## src/rtl/dbg_apb_arb_if.sv

```systemverilog
// dbg_apb_arb_if: bundles the two debug requester ports and the shared APB
// slave port of dbg_apb_arb. The arbiter uses the slave modport; the
// environment that drives requesters and models the APB slave uses master.
interface dbg_apb_arb_if;
    // Requester 0
    logic        i_m0_penable;
    logic        i_m0_pwrite;
    logic [31:0] i_m0_paddr;
    logic [31:0] i_m0_pwdata;
    logic        o_m0_pready;
    logic [31:0] o_m0_prdata;
    logic        o_m0_err;
    // Requester 1
    logic        i_m1_penable;
    logic        i_m1_pwrite;
    logic [31:0] i_m1_paddr;
    logic [31:0] i_m1_pwdata;
    logic        o_m1_pready;
    logic [31:0] o_m1_prdata;
    logic        o_m1_err;
    // Sticky dropped-request flags, one per requester
    logic [1:0]  o_ovf;
    // Shared APB slave side
    logic        o_penable;
    logic        o_pwrite;
    logic [31:0] o_paddr;
    logic [31:0] o_pwdata;
    logic        i_pready;
    logic [31:0] i_prdata;

    modport slave (
        input  i_m0_penable, i_m0_pwrite, i_m0_paddr, i_m0_pwdata,
        output o_m0_pready, o_m0_prdata, o_m0_err,
        input  i_m1_penable, i_m1_pwrite, i_m1_paddr, i_m1_pwdata,
        output o_m1_pready, o_m1_prdata, o_m1_err,
        output o_ovf,
        output o_penable, o_pwrite, o_paddr, o_pwdata,
        input  i_pready, i_prdata
    );

    modport master (
        output i_m0_penable, i_m0_pwrite, i_m0_paddr, i_m0_pwdata,
        input  o_m0_pready, o_m0_prdata, o_m0_err,
        output i_m1_penable, i_m1_pwrite, i_m1_paddr, i_m1_pwdata,
        input  o_m1_pready, o_m1_prdata, o_m1_err,
        input  o_ovf,
        input  o_penable, o_pwrite, o_paddr, o_pwdata,
        output i_pready, i_prdata
    );
endinterface

```

## src/rtl/dbg_apb_arb.sv

```systemverilog
// dbg_apb_arb: arbitrates two debug requesters onto one APB slave.
// Each requester strobe is captured into a private register; a three-state
// FSM (IDLE -> ACCESS -> RESP) grants one requester at a time, round-robin
// when both are pending, and aborts an access that waits too long for the
// slave, returning ERR_DATA with an error pulse.
module dbg_apb_arb #(
    parameter int          TIMEOUT_CYC = 255,
    parameter logic [31:0] ERR_DATA    = 32'hDEAD_BEEF
) (
    input  logic         i_clk,
    input  logic         i_rst_n,
    dbg_apb_arb_if.slave bus
);

    typedef enum logic [1:0] {IDLE, ACCESS, RESP} state_t;

    // Counter value on the last ACCESS cycle allowed before abort.
    localparam logic [7:0] TO_LAST = 8'(TIMEOUT_CYC - 1);

    state_t      r_state;
    state_t      w_state_nxt;

    // Requester inputs gathered into indexable form
    logic [1:0]  w_pen;
    logic [1:0]  w_pwr;
    logic [31:0] w_addr  [2];
    logic [31:0] w_wdata [2];

    // Per-requester capture state
    logic [1:0]  r_busy;
    logic [1:0]  r_pen_d;
    logic [1:0]  r_ovf;
    logic [1:0]  r_cap_wr;
    logic [31:0] r_cap_addr  [2];
    logic [31:0] r_cap_wdata [2];

    // Arbitration and transfer state
    logic        r_gnt;
    logic        r_rr_ptr;
    logic [7:0]  r_cnt;
    logic [31:0] r_rdata;
    logic        r_err;
    logic        r_penable;
    logic        r_pwrite;
    logic [31:0] r_paddr;
    logic [31:0] r_pwdata;

    logic        w_grant;
    logic        w_gnt_sel;
    logic        w_acc_done;
    logic        w_timeout;
    logic [1:0]  w_resp;

    assign w_pen      = {bus.i_m1_penable, bus.i_m0_penable};
    assign w_pwr      = {bus.i_m1_pwrite,  bus.i_m0_pwrite};
    assign w_addr[0]  = bus.i_m0_paddr;
    assign w_addr[1]  = bus.i_m1_paddr;
    assign w_wdata[0] = bus.i_m0_pwdata;
    assign w_wdata[1] = bus.i_m1_pwdata;

    assign w_resp[0]  = (r_state == RESP) && !r_gnt;
    assign w_resp[1]  = (r_state == RESP) &&  r_gnt;

    // FSM state register
    always_ff @(posedge i_clk or negedge i_rst_n) begin
        // NOTE: all clocked state uses non-blocking assignments so every flop
        // samples pre-edge values regardless of block ordering.
        if (!i_rst_n) begin
            r_state <= IDLE;
        end else begin
            r_state <= w_state_nxt;
        end
    end

    // Next-state, grant selection and ACCESS termination decode
    always_comb begin
        // NOTE: every signal gets a default first so no path leaves it
        // unassigned, which would infer a latch.
        w_state_nxt = r_state;
        w_grant     = 1'b0;
        w_gnt_sel   = r_rr_ptr;
        w_acc_done  = 1'b0;
        w_timeout   = 1'b0;
        case (r_state)
            IDLE: begin
                // Nothing is granted in IDLE, so every busy requester is pending.
                if (|r_busy) begin
                    w_grant     = 1'b1;
                    w_gnt_sel   = (r_busy == 2'b11) ? r_rr_ptr : r_busy[1];
                    w_state_nxt = ACCESS;
                end
            end
            ACCESS: begin
                if (bus.i_pready) begin
                    w_acc_done  = 1'b1;
                    w_state_nxt = RESP;
                end else if (r_cnt == TO_LAST) begin
                    w_timeout   = 1'b1;
                    w_state_nxt = RESP;
                end
            end
            RESP: begin
                w_state_nxt = IDLE;
            end
            default: begin
                w_state_nxt = IDLE;
            end
        endcase
    end

    // Per-requester capture, busy tracking and sticky overflow detection
    always_ff @(posedge i_clk or negedge i_rst_n) begin
        // NOTE: the capture registers are plain flops, not a RAM, so they are
        // reset like the rest of the state and never expose stale data.
        if (!i_rst_n) begin
            r_busy   <= '0;
            r_pen_d  <= '0;
            r_ovf    <= '0;
            r_cap_wr <= '0;
            for (int n = 0; n < 2; n++) begin
                r_cap_addr[n]  <= '0;
                r_cap_wdata[n] <= '0;
            end
        end else begin
            for (int n = 0; n < 2; n++) begin
                r_pen_d[n] <= w_pen[n];
                if (w_pen[n] && !r_busy[n]) begin
                    r_busy[n]      <= 1'b1;
                    r_cap_wr[n]    <= w_pwr[n];
                    r_cap_addr[n]  <= w_addr[n];
                    r_cap_wdata[n] <= w_wdata[n];
                end else if (w_resp[n]) begin
                    // Completion cycle: a strobe here is ignored outright.
                    r_busy[n] <= 1'b0;
                end else if (w_pen[n] && !r_pen_d[n] && r_busy[n]) begin
                    // A fresh strobe while still busy cannot be queued.
                    r_ovf[n] <= 1'b1;
                end
            end
        end
    end

    // Shared APB drive, timeout counting, response latching and rr pointer
    always_ff @(posedge i_clk or negedge i_rst_n) begin
        if (!i_rst_n) begin
            r_gnt     <= 1'b0;
            r_rr_ptr  <= 1'b0;
            r_cnt     <= '0;
            r_rdata   <= '0;
            r_err     <= 1'b0;
            r_penable <= 1'b0;
            r_pwrite  <= 1'b0;
            r_paddr   <= '0;
            r_pwdata  <= '0;
        end else begin
            if (w_grant) begin
                r_gnt     <= w_gnt_sel;
                r_penable <= 1'b1;
                r_pwrite  <= r_cap_wr[w_gnt_sel];
                r_paddr   <= r_cap_addr[w_gnt_sel];
                r_pwdata  <= r_cap_wdata[w_gnt_sel];
                r_cnt     <= '0;
            end else if (w_acc_done || w_timeout) begin
                // Bus returns to all-zero once the access ends.
                r_penable <= 1'b0;
                r_pwrite  <= 1'b0;
                r_paddr   <= '0;
                r_pwdata  <= '0;
                r_rdata   <= w_acc_done ? bus.i_prdata : ERR_DATA;
                r_err     <= w_timeout;
            end else if (r_state == ACCESS) begin
                r_cnt <= r_cnt + 8'd1;
            end
            if (r_state == RESP) begin
                r_rr_ptr <= ~r_gnt;
            end
        end
    end

    // Responses are decoded from RESP so they are zero in every other state.
    assign bus.o_m0_pready = w_resp[0];
    assign bus.o_m0_prdata = (w_resp[0] && !r_cap_wr[0]) ? r_rdata : '0;
    assign bus.o_m0_err    = w_resp[0] && r_err;
    assign bus.o_m1_pready = w_resp[1];
    assign bus.o_m1_prdata = (w_resp[1] && !r_cap_wr[1]) ? r_rdata : '0;
    assign bus.o_m1_err    = w_resp[1] && r_err;
    assign bus.o_ovf       = r_ovf;
    assign bus.o_penable   = r_penable;
    assign bus.o_pwrite    = r_pwrite;
    assign bus.o_paddr     = r_paddr;
    assign bus.o_pwdata    = r_pwdata;

endmodule

```

## src/flat_wrapper.sv

```systemverilog
// flat-port wrapper written by rule: the top's interface ports become plain ports
module dbg_apb_arb_flat 
#(
    parameter int          TIMEOUT_CYC = 255,
    parameter logic [31:0] ERR_DATA    = 32'hDEAD_BEEF
)
  (i_clk, i_rst_n, bus_i_m0_penable, bus_i_m0_pwrite, bus_i_m0_paddr, bus_i_m0_pwdata, bus_o_m0_pready, bus_o_m0_prdata, bus_o_m0_err, bus_i_m1_penable, bus_i_m1_pwrite, bus_i_m1_paddr, bus_i_m1_pwdata, bus_o_m1_pready, bus_o_m1_prdata, bus_o_m1_err, bus_o_ovf, bus_o_penable, bus_o_pwrite, bus_o_paddr, bus_o_pwdata, bus_i_pready, bus_i_prdata);
  dbg_apb_arb_if bus_i ();
  input  logic i_clk;
  input  logic i_rst_n;
  input wire logic [$bits(bus_i.i_m0_penable)-1:0] bus_i_m0_penable;
  input wire logic [$bits(bus_i.i_m0_pwrite)-1:0] bus_i_m0_pwrite;
  input wire logic [$bits(bus_i.i_m0_paddr)-1:0] bus_i_m0_paddr;
  input wire logic [$bits(bus_i.i_m0_pwdata)-1:0] bus_i_m0_pwdata;
  output wire logic [$bits(bus_i.o_m0_pready)-1:0] bus_o_m0_pready;
  output wire logic [$bits(bus_i.o_m0_prdata)-1:0] bus_o_m0_prdata;
  output wire logic [$bits(bus_i.o_m0_err)-1:0] bus_o_m0_err;
  input wire logic [$bits(bus_i.i_m1_penable)-1:0] bus_i_m1_penable;
  input wire logic [$bits(bus_i.i_m1_pwrite)-1:0] bus_i_m1_pwrite;
  input wire logic [$bits(bus_i.i_m1_paddr)-1:0] bus_i_m1_paddr;
  input wire logic [$bits(bus_i.i_m1_pwdata)-1:0] bus_i_m1_pwdata;
  output wire logic [$bits(bus_i.o_m1_pready)-1:0] bus_o_m1_pready;
  output wire logic [$bits(bus_i.o_m1_prdata)-1:0] bus_o_m1_prdata;
  output wire logic [$bits(bus_i.o_m1_err)-1:0] bus_o_m1_err;
  output wire logic [$bits(bus_i.o_ovf)-1:0] bus_o_ovf;
  output wire logic [$bits(bus_i.o_penable)-1:0] bus_o_penable;
  output wire logic [$bits(bus_i.o_pwrite)-1:0] bus_o_pwrite;
  output wire logic [$bits(bus_i.o_paddr)-1:0] bus_o_paddr;
  output wire logic [$bits(bus_i.o_pwdata)-1:0] bus_o_pwdata;
  input wire logic [$bits(bus_i.i_pready)-1:0] bus_i_pready;
  input wire logic [$bits(bus_i.i_prdata)-1:0] bus_i_prdata;
  assign bus_i.i_m0_penable = bus_i_m0_penable;
  assign bus_i.i_m0_pwrite = bus_i_m0_pwrite;
  assign bus_i.i_m0_paddr = bus_i_m0_paddr;
  assign bus_i.i_m0_pwdata = bus_i_m0_pwdata;
  assign bus_o_m0_pready = bus_i.o_m0_pready;
  assign bus_o_m0_prdata = bus_i.o_m0_prdata;
  assign bus_o_m0_err = bus_i.o_m0_err;
  assign bus_i.i_m1_penable = bus_i_m1_penable;
  assign bus_i.i_m1_pwrite = bus_i_m1_pwrite;
  assign bus_i.i_m1_paddr = bus_i_m1_paddr;
  assign bus_i.i_m1_pwdata = bus_i_m1_pwdata;
  assign bus_o_m1_pready = bus_i.o_m1_pready;
  assign bus_o_m1_prdata = bus_i.o_m1_prdata;
  assign bus_o_m1_err = bus_i.o_m1_err;
  assign bus_o_ovf = bus_i.o_ovf;
  assign bus_o_penable = bus_i.o_penable;
  assign bus_o_pwrite = bus_i.o_pwrite;
  assign bus_o_paddr = bus_i.o_paddr;
  assign bus_o_pwdata = bus_i.o_pwdata;
  assign bus_i.i_pready = bus_i_pready;
  assign bus_i.i_prdata = bus_i_prdata;
  dbg_apb_arb #(.TIMEOUT_CYC(TIMEOUT_CYC), .ERR_DATA(ERR_DATA)) u_core (.i_clk(i_clk), .i_rst_n(i_rst_n), .bus(bus_i));
endmodule
```

## config.mk

```make
export PLATFORM = sky130hd
export DESIGN_NAME = dbg_apb_arb_flat
export DESIGN_NICKNAME = d
export VERILOG_FILES = /design/src/rtl/dbg_apb_arb_if.sv /design/src/rtl/dbg_apb_arb.sv /design/src/flat_wrapper.sv
export SDC_FILE = /design/constraint.sdc
export NUM_CORES = 1
export LEC_CHECK = 0
export BUFFER_PORTS_ARGS = -buffer_cell sky130_fd_sc_hd__buf_2
export CELL_PAD_IN_SITES_DETAIL_PLACEMENT = 1
export CELL_PAD_IN_SITES_GLOBAL_PLACEMENT = 1
export CORE_ASPECT_RATIO = 1.2
export CORE_MARGIN = 5
export CORE_UTILIZATION = 44
export DETAILED_ROUTE_END_ITERATION = 16
export HOLD_SLACK_MARGIN = 0.05
export PLACE_DENSITY_LB_ADDON = 0.1
export SLEW_MARGIN = 10
export SYNTH_ARGS = -nofsm -noshare
export SYNTH_HDL_FRONTEND = slang
export SYNTH_SLANG_ARGS = --single-unit
```

## constraint.sdc

```tcl
create_clock -name i_clk -period 4.9 [get_ports i_clk]
set_clock_uncertainty 0.15 [all_clocks]
set_input_delay 0.49 -clock i_clk [delete_from_list [all_inputs] [get_ports i_clk]]
set_output_delay 0.49 -clock i_clk [all_outputs]
set_load 0.01 [all_outputs]
```

==> Word level (Yosys, flattened, before mapping) <==
Index checks and enable logic that the tools add are counted.
W data, S select, Z words.
{ "totals": {"ff_bits": 247, "latchBits": 0, "ram_bits": 0, "mem_bits_ro": 0, "input_bits": 167, "word_cells": 107, "n_memories": 0} }
{ "op_classes": {"n_addsub": 1, "n_mul": 0, "n_div": 0, "n_lt_le_gt_ge": 2, "n_eq_ne": 7, "shifts": 0, "mux": 38, "bitwise_logic": 7, "reduce_logical": 31} }
{ "op_table": {"columns": ["op", "count"], "rows": [
  ["$mux W32", 12],
  ["$mux W8", 3],
  ["$mux W1", 19],
  ["$logic_and A1 B1 Y1", 12],
  ["$add A8 B1 Y8 const B", 1],
  ["$eq A8 B8 Y1 const B", 1],
  ["$reduce_bool A2 Y1", 4],
  ["$logic_not A1 Y1", 7],
  ["$mux W2", 3],
  ["$not A1 Y1", 6],
  ["$reduce_and A2 Y1", 3],
  ["$reduce_and A3 Y1", 2],
  ["$eq A2 B2 Y1 const B", 2],
  ["$ne A2 B1 Y1 const B", 2],
  ["$pmux W2 S2", 1],
  ["$ne A3 B2 Y1 const B", 1],
  ["$eq A2 B1 Y1 const B", 1],
  ["$ge A2 B2 Y1 const B", 1],
  ["$logic_not A2 Y1", 1],
  ["$lt A1 B2 Y1 const B", 1],
  ["$not A1 Y2", 1],
  ["$reduce_or A2 Y1", 1],
  ["$logic_or A1 B1 Y1", 1]
]} }

==> Logic depth before layout (Yosys ltp) <==
{ "depth": {"depth_word": 9, "ltp_mapped": 8, "mapped_depth_nobuf": 7} }

==> Worst setup path before layout <==
OpenSTA, ideal clock, no wires.
{ "synth_timing": {"path_type": "register to register", "from": "register u_core.r_cnt[0]", "to": "register u_core.r_paddr[12], in the netlist u_core.bus.o_paddr[12]", "setup_time_ns": 0.078, "arrival_time_ns": 1.753, "required_ns": 4.672, "setup_slack_ns": 2.918, "stages_incl_launch_ff": 9, "period_less_slack_ns": 1.982, "cell_sequence": "dfrtp_1 > inv_1 > ha_1 > nand3_1 > o21bai_1 > a21oi_1 > clkbuf_1 > buf_1 > o2bb2ai_1"} }
{ "synth_between": {"elab_chain_cells": 6} }
{ "synth_lines": {"columns": ["element", "line_no", "source"], "rows": [
  ["start, declared", "dbg_apb_arb.sv:40", "logic [7:0] r_cnt;"],
  ["start signal, assigned", "dbg_apb_arb.sv:172", "r_cnt <= r_cnt + 8'd1;"],
  ["$eq A8 B8 Y1", "dbg_apb_arb.sv:97", "end else if (r_cnt == TO_LAST) begin"],
  ["$mux W1", "dbg_apb_arb.sv:97", null],
  ["$mux W1", "dbg_apb_arb.sv:94", "if (bus.i_pready) begin"],
  ["$mux W1", "dbg_apb_arb.sv:84", "case (r_state)"],
  ["$logic_or A1 B1 Y1", "dbg_apb_arb.sv:163", "end else if (w_acc_done || w_timeout) begin"],
  ["$reduce_bool A2 Y1 (no source line)", null, null],
  ["end signal, assigned", "dbg_apb_arb.sv:160", "r_paddr <= r_cap_addr[w_gnt_sel];"],
  ["end, declared", "dbg_apb_arb.sv:45", "logic [31:0] r_paddr;"]
]} }
Every way passes these cells.
A chain may end at the register's enable or synchronous reset.

==> Final worst setup path <==
{ "layout_timing": {"from": "register u_core.r_cnt[0]", "to": "register u_core.r_rdata[1]"} }
{ "layout_between": {"elab_chain_cells": 6} }
{ "layout_lines": {"columns": ["element", "line_no", "source"], "rows": [
  ["$eq A8 B8 Y1", "dbg_apb_arb.sv:97", null],
  ["$mux W1", "dbg_apb_arb.sv:97", null],
  ["$mux W1", "dbg_apb_arb.sv:94", null],
  ["$mux W1", "dbg_apb_arb.sv:84", null],
  ["$logic_or A1 B1 Y1", "dbg_apb_arb.sv:163", null],
  ["$reduce_and A2 Y1 (no source line)", null, null],
  ["end signal, assigned", "dbg_apb_arb.sv:169", "r_rdata <= w_acc_done ? bus.i_prdata : ERR_DATA;"],
  ["end, declared", "dbg_apb_arb.sv:41", "logic [31:0] r_rdata;"]
]} }
Every way passes these cells.

==> flow_metrics.env <==
export IMPL_yosysWarningCount=0
export IMPL_arrival_ns=3.08
export IMPL_synthDominantCellAreaShare_pct=60.4
export IMPL_antenna_found_initial=2
export IMPL_cts_resized=0
export IMPL_startpoint_type="flop"
export IMPL_drtIter0Drc=277
export IMPL_drcViolationCount=0
export IMPL_cts_setup_buffers=0
export IMPL_yosysSeqAreaShare_pct=60.4
export IMPL_p_leak_nw=6.86
export IMPL_synth_largest_area_cell="dfrtp_1"
export IMPL_clk_pin_slew_ns=0.06
export IMPL_status="completed"
export IMPL_synthTopCellsByArea="dfrtp_1 (60%), mux2_2 (14%), mux2i_1 (6.4%), o2bb2ai_1 (5.6%), and2_1 (4.0%)"
export IMPL_drive_above_1_share_pct=41.4
export IMPL_syn2layout_area_growth_pct=42.3
export IMPL_htree_num_levels=1
export IMPL_fp_dieArea_sq_um=26400
export IMPL_cts_path_max_buffers=3
export IMPL_tritoncts="built"
export IMPL_grt_overflow=0
export IMPL_grtUsageTotal_pct=23.8
export IMPL_cp_max_fo=26
export IMPL_fin_crit_ns=2.84
export IMPL_core_sq_um=23000
export IMPL_min_path_type="in -> reg"
export IMPL_drv_cap=0
export IMPL_ys_types=42
export IMPL_finalSetupTns_ns=0
export IMPL_antenna_left=0
export IMPL_first_global_vias=8929
export IMPL_numCtsBuffers=27
export IMPL_via_count=7788
export IMPL_viasPerCell=5.13
export IMPL_final_cell_mix="buf_2 (301), dfrtp_1 (247), dlygate4sd3_1 (156)"
export IMPL_required_ns=5.14
export IMPL_grt_max_degree=108
export IMPL_grt_pass1_wl_microns=49800
export IMPL_rows=61
export IMPL_hpwl_microns=18800
export IMPL_synth_cells=727
export IMPL_gp_congestion=0.725
export IMPL_hold_ws_ns=0.0707
export IMPL_io_buffers=302
export IMPL_hold_viol_final=0
export IMPL_chipWidth_microns=149
export IMPL_start_util_pct=44.4
export IMPL_io_pins=303
export IMPL_syn_num_nets=896
export IMPL_vdd_drop_max_uv=347
export IMPL_max_freq_mhz=352
export IMPL_finalCritPeriodShare_pct=58.0
export IMPL_critical_path_class="reg -> reg"
export IMPL_slew_viol_final=0
export IMPL_layout_commonest_cell="buf_2"
export IMPL_routed_wl_microns=31700
export IMPL_synth_seq_cells=247
export IMPL_power_density_nw_per_um2=610
export IMPL_fillerInstances=2376
export IMPL_finalSetupViolCount=0
export IMPL_die_h_microns=177
export IMPL_tightest_slew_ns=1.09
export IMPL_cts_sinks=247
export IMPL_clk_latency_ns=0.53
export IMPL_clockRootBuffer="clkbuf_16"
export IMPL_rsz0062_at_grt="false"
export IMPL_nNetsFinal=1349
export IMPL_wl_per_cell_microns=20.9
export IMPL_syn_area_sq_um=10200
export IMPL_dr_pass1_iters=4
export IMPL_cp_end_kind="flop"
export IMPL_syn_avg_cell_area_sq_um=14.1
export IMPL_slew_headroom_pct=27.4
through the flow:
stage	total power (W)	utilization [%]	cell area (sq um)	cells	setup WS [ns]
floorplan	0.00563	-	10200	727	2.92
global placement	0.00654	52.4	12100	1310	2.21
detailed placement	0.00668	52.4	12100	1310	2.08
CTS	0.00889	63.1	14500	1515	2.04
global route	0.00941	63.1	14600	1518	1.83
finish	0.00888	63.1	14600	1518	2.06
worst max-delay path, cell delays in order, from the launching register on:
cell and delay, ns:
dfrtp_1 0.38, inv_1 0.08, ha_1 0.21, nand3_1 0.18, o21bai_1 0.15, nand2_1 0.29, clkinv_1 0.76, o22a_1 0.50
cells in the mapped netlist:
cell       number
a21oi_1         3
nand3_1         3
nor4bb_1        1
a211oi_1        1
o22a_1         24
nor4_1          1
nor2_1         16
a21o_1          2
a41o_1          2
o21ai_0         2
buf_6           5
mux2_2        130
ha_1            2
buf_4           2
o211ai_2        1
nand3b_1        1
o21bai_1        2
and2_1         65
and3_1          1
o2bb2ai_1      65
or3b_2          1
buf_1          10
inv_1           6
nor2b_1         5
mux2i_1        65
clkinv_1        1
o31ai_1         2
dfrtp_1       247
nand2_1         9
o211ai_1        2
nand4_1         1
o21a_1          1
o21ai_1         1
nor3_1          3
clkbuf_1       19
xor2_1          2
or2_2           2
buf_2          10
xnor2_1         1
a22o_1          8
nand2b_1        1
or4b_1          1
sequential cells by signal, summed over array words and instances (netlist names), 2 cells and up:
register,flops
u_core.r_cnt,8
u_core.r_cap_addr,64
u_core.bus.o_paddr,32
u_core.r_cap_wdata,64
u_core.r_pen_d,2
u_core.bus.o_pwdata,32
u_core.r_cap_wr,2
u_core.r_busy,2
u_core.r_state,2
u_core.r_rdata,32
u_core.bus.o_ovf,2
what timing repair did:
item | CTS | global route
endpoints found under the hold margin | 246 | 1
endpoints found under the setup margin | 0 | 0
hold buffers | 155 | 1
worst paths after layout:
path / end / slack [ns] / cells after the start / from
worst max-delay path: u_core.r_rdata[1] / 2.06 / 7 / u_core.r_cnt[0]
worst min-delay path: u_core.r_cap_wdata[40] / 0.07 / 2 / bus_i_m0_pwdata[8]
worst max register to register: u_core.r_rdata[1] / 2.06 / 7 / u_core.r_cnt[0]
worst min register to register: u_core.bus.o_ovf[1] / 0.31 / 1 / u_core.bus.o_ovf[1]
max in group asynchronous: u_core.bus.o_pwdata[16] / 3.07 / 3 / i_rst_n
min in group asynchronous: u_core.r_rr_ptr / 0.40 / 2 / i_rst_n
logic make-up after synthesis:
kind of cell	count (synthesis)	synth area share, %
DFF	247	60.4
muxes	195	20.7
AOI/OAI and AO/OA	116	9.65
and+or+nand+nor	111	6.22
buffers and inverters	53	2.51
xor gates and xnor gates	3	0.257
adders and majority gates	2	0.245
report_power, final:
group	internal [W]	switching [W]	total, W	leakage, nW
Combinational	0.00158	0.00162	0.00320	3.45
Sequential	0.00301	0.000605	0.00362	2.97
Clock	0.00124	0.000830	0.00207	0.449
cell type report:
type                            count  area [sq um]  area share (%)
Antenna cell                        2          5.00          0.0344
Clock buffer                       40           805            5.53
Clock inverter                     10           109           0.748
Inverter                            7          26.3           0.181
Multi-Input combinational cell    427          3830            26.4
Sequential cell                   247          6180            42.5
Tap cell                          315           394            2.71
Timing Repair Buffer              470          3200            22.0
layer usage:
| layer | GRT usage (%) | vias up | share of wire [%] |
|---|---|---|---|
| met4 | 7.44 | 0 | 2.6 |
| met2 | 43.0 | 232 | 53 |
| met1 | 28.3 | 3961 | 39 |
| met5 | 0 | - | 0 |
| li1 | - | 3543 | - |
| met3 | 5.10 | 52 | 5.5 |
Power figures use the tool's default switching activity.
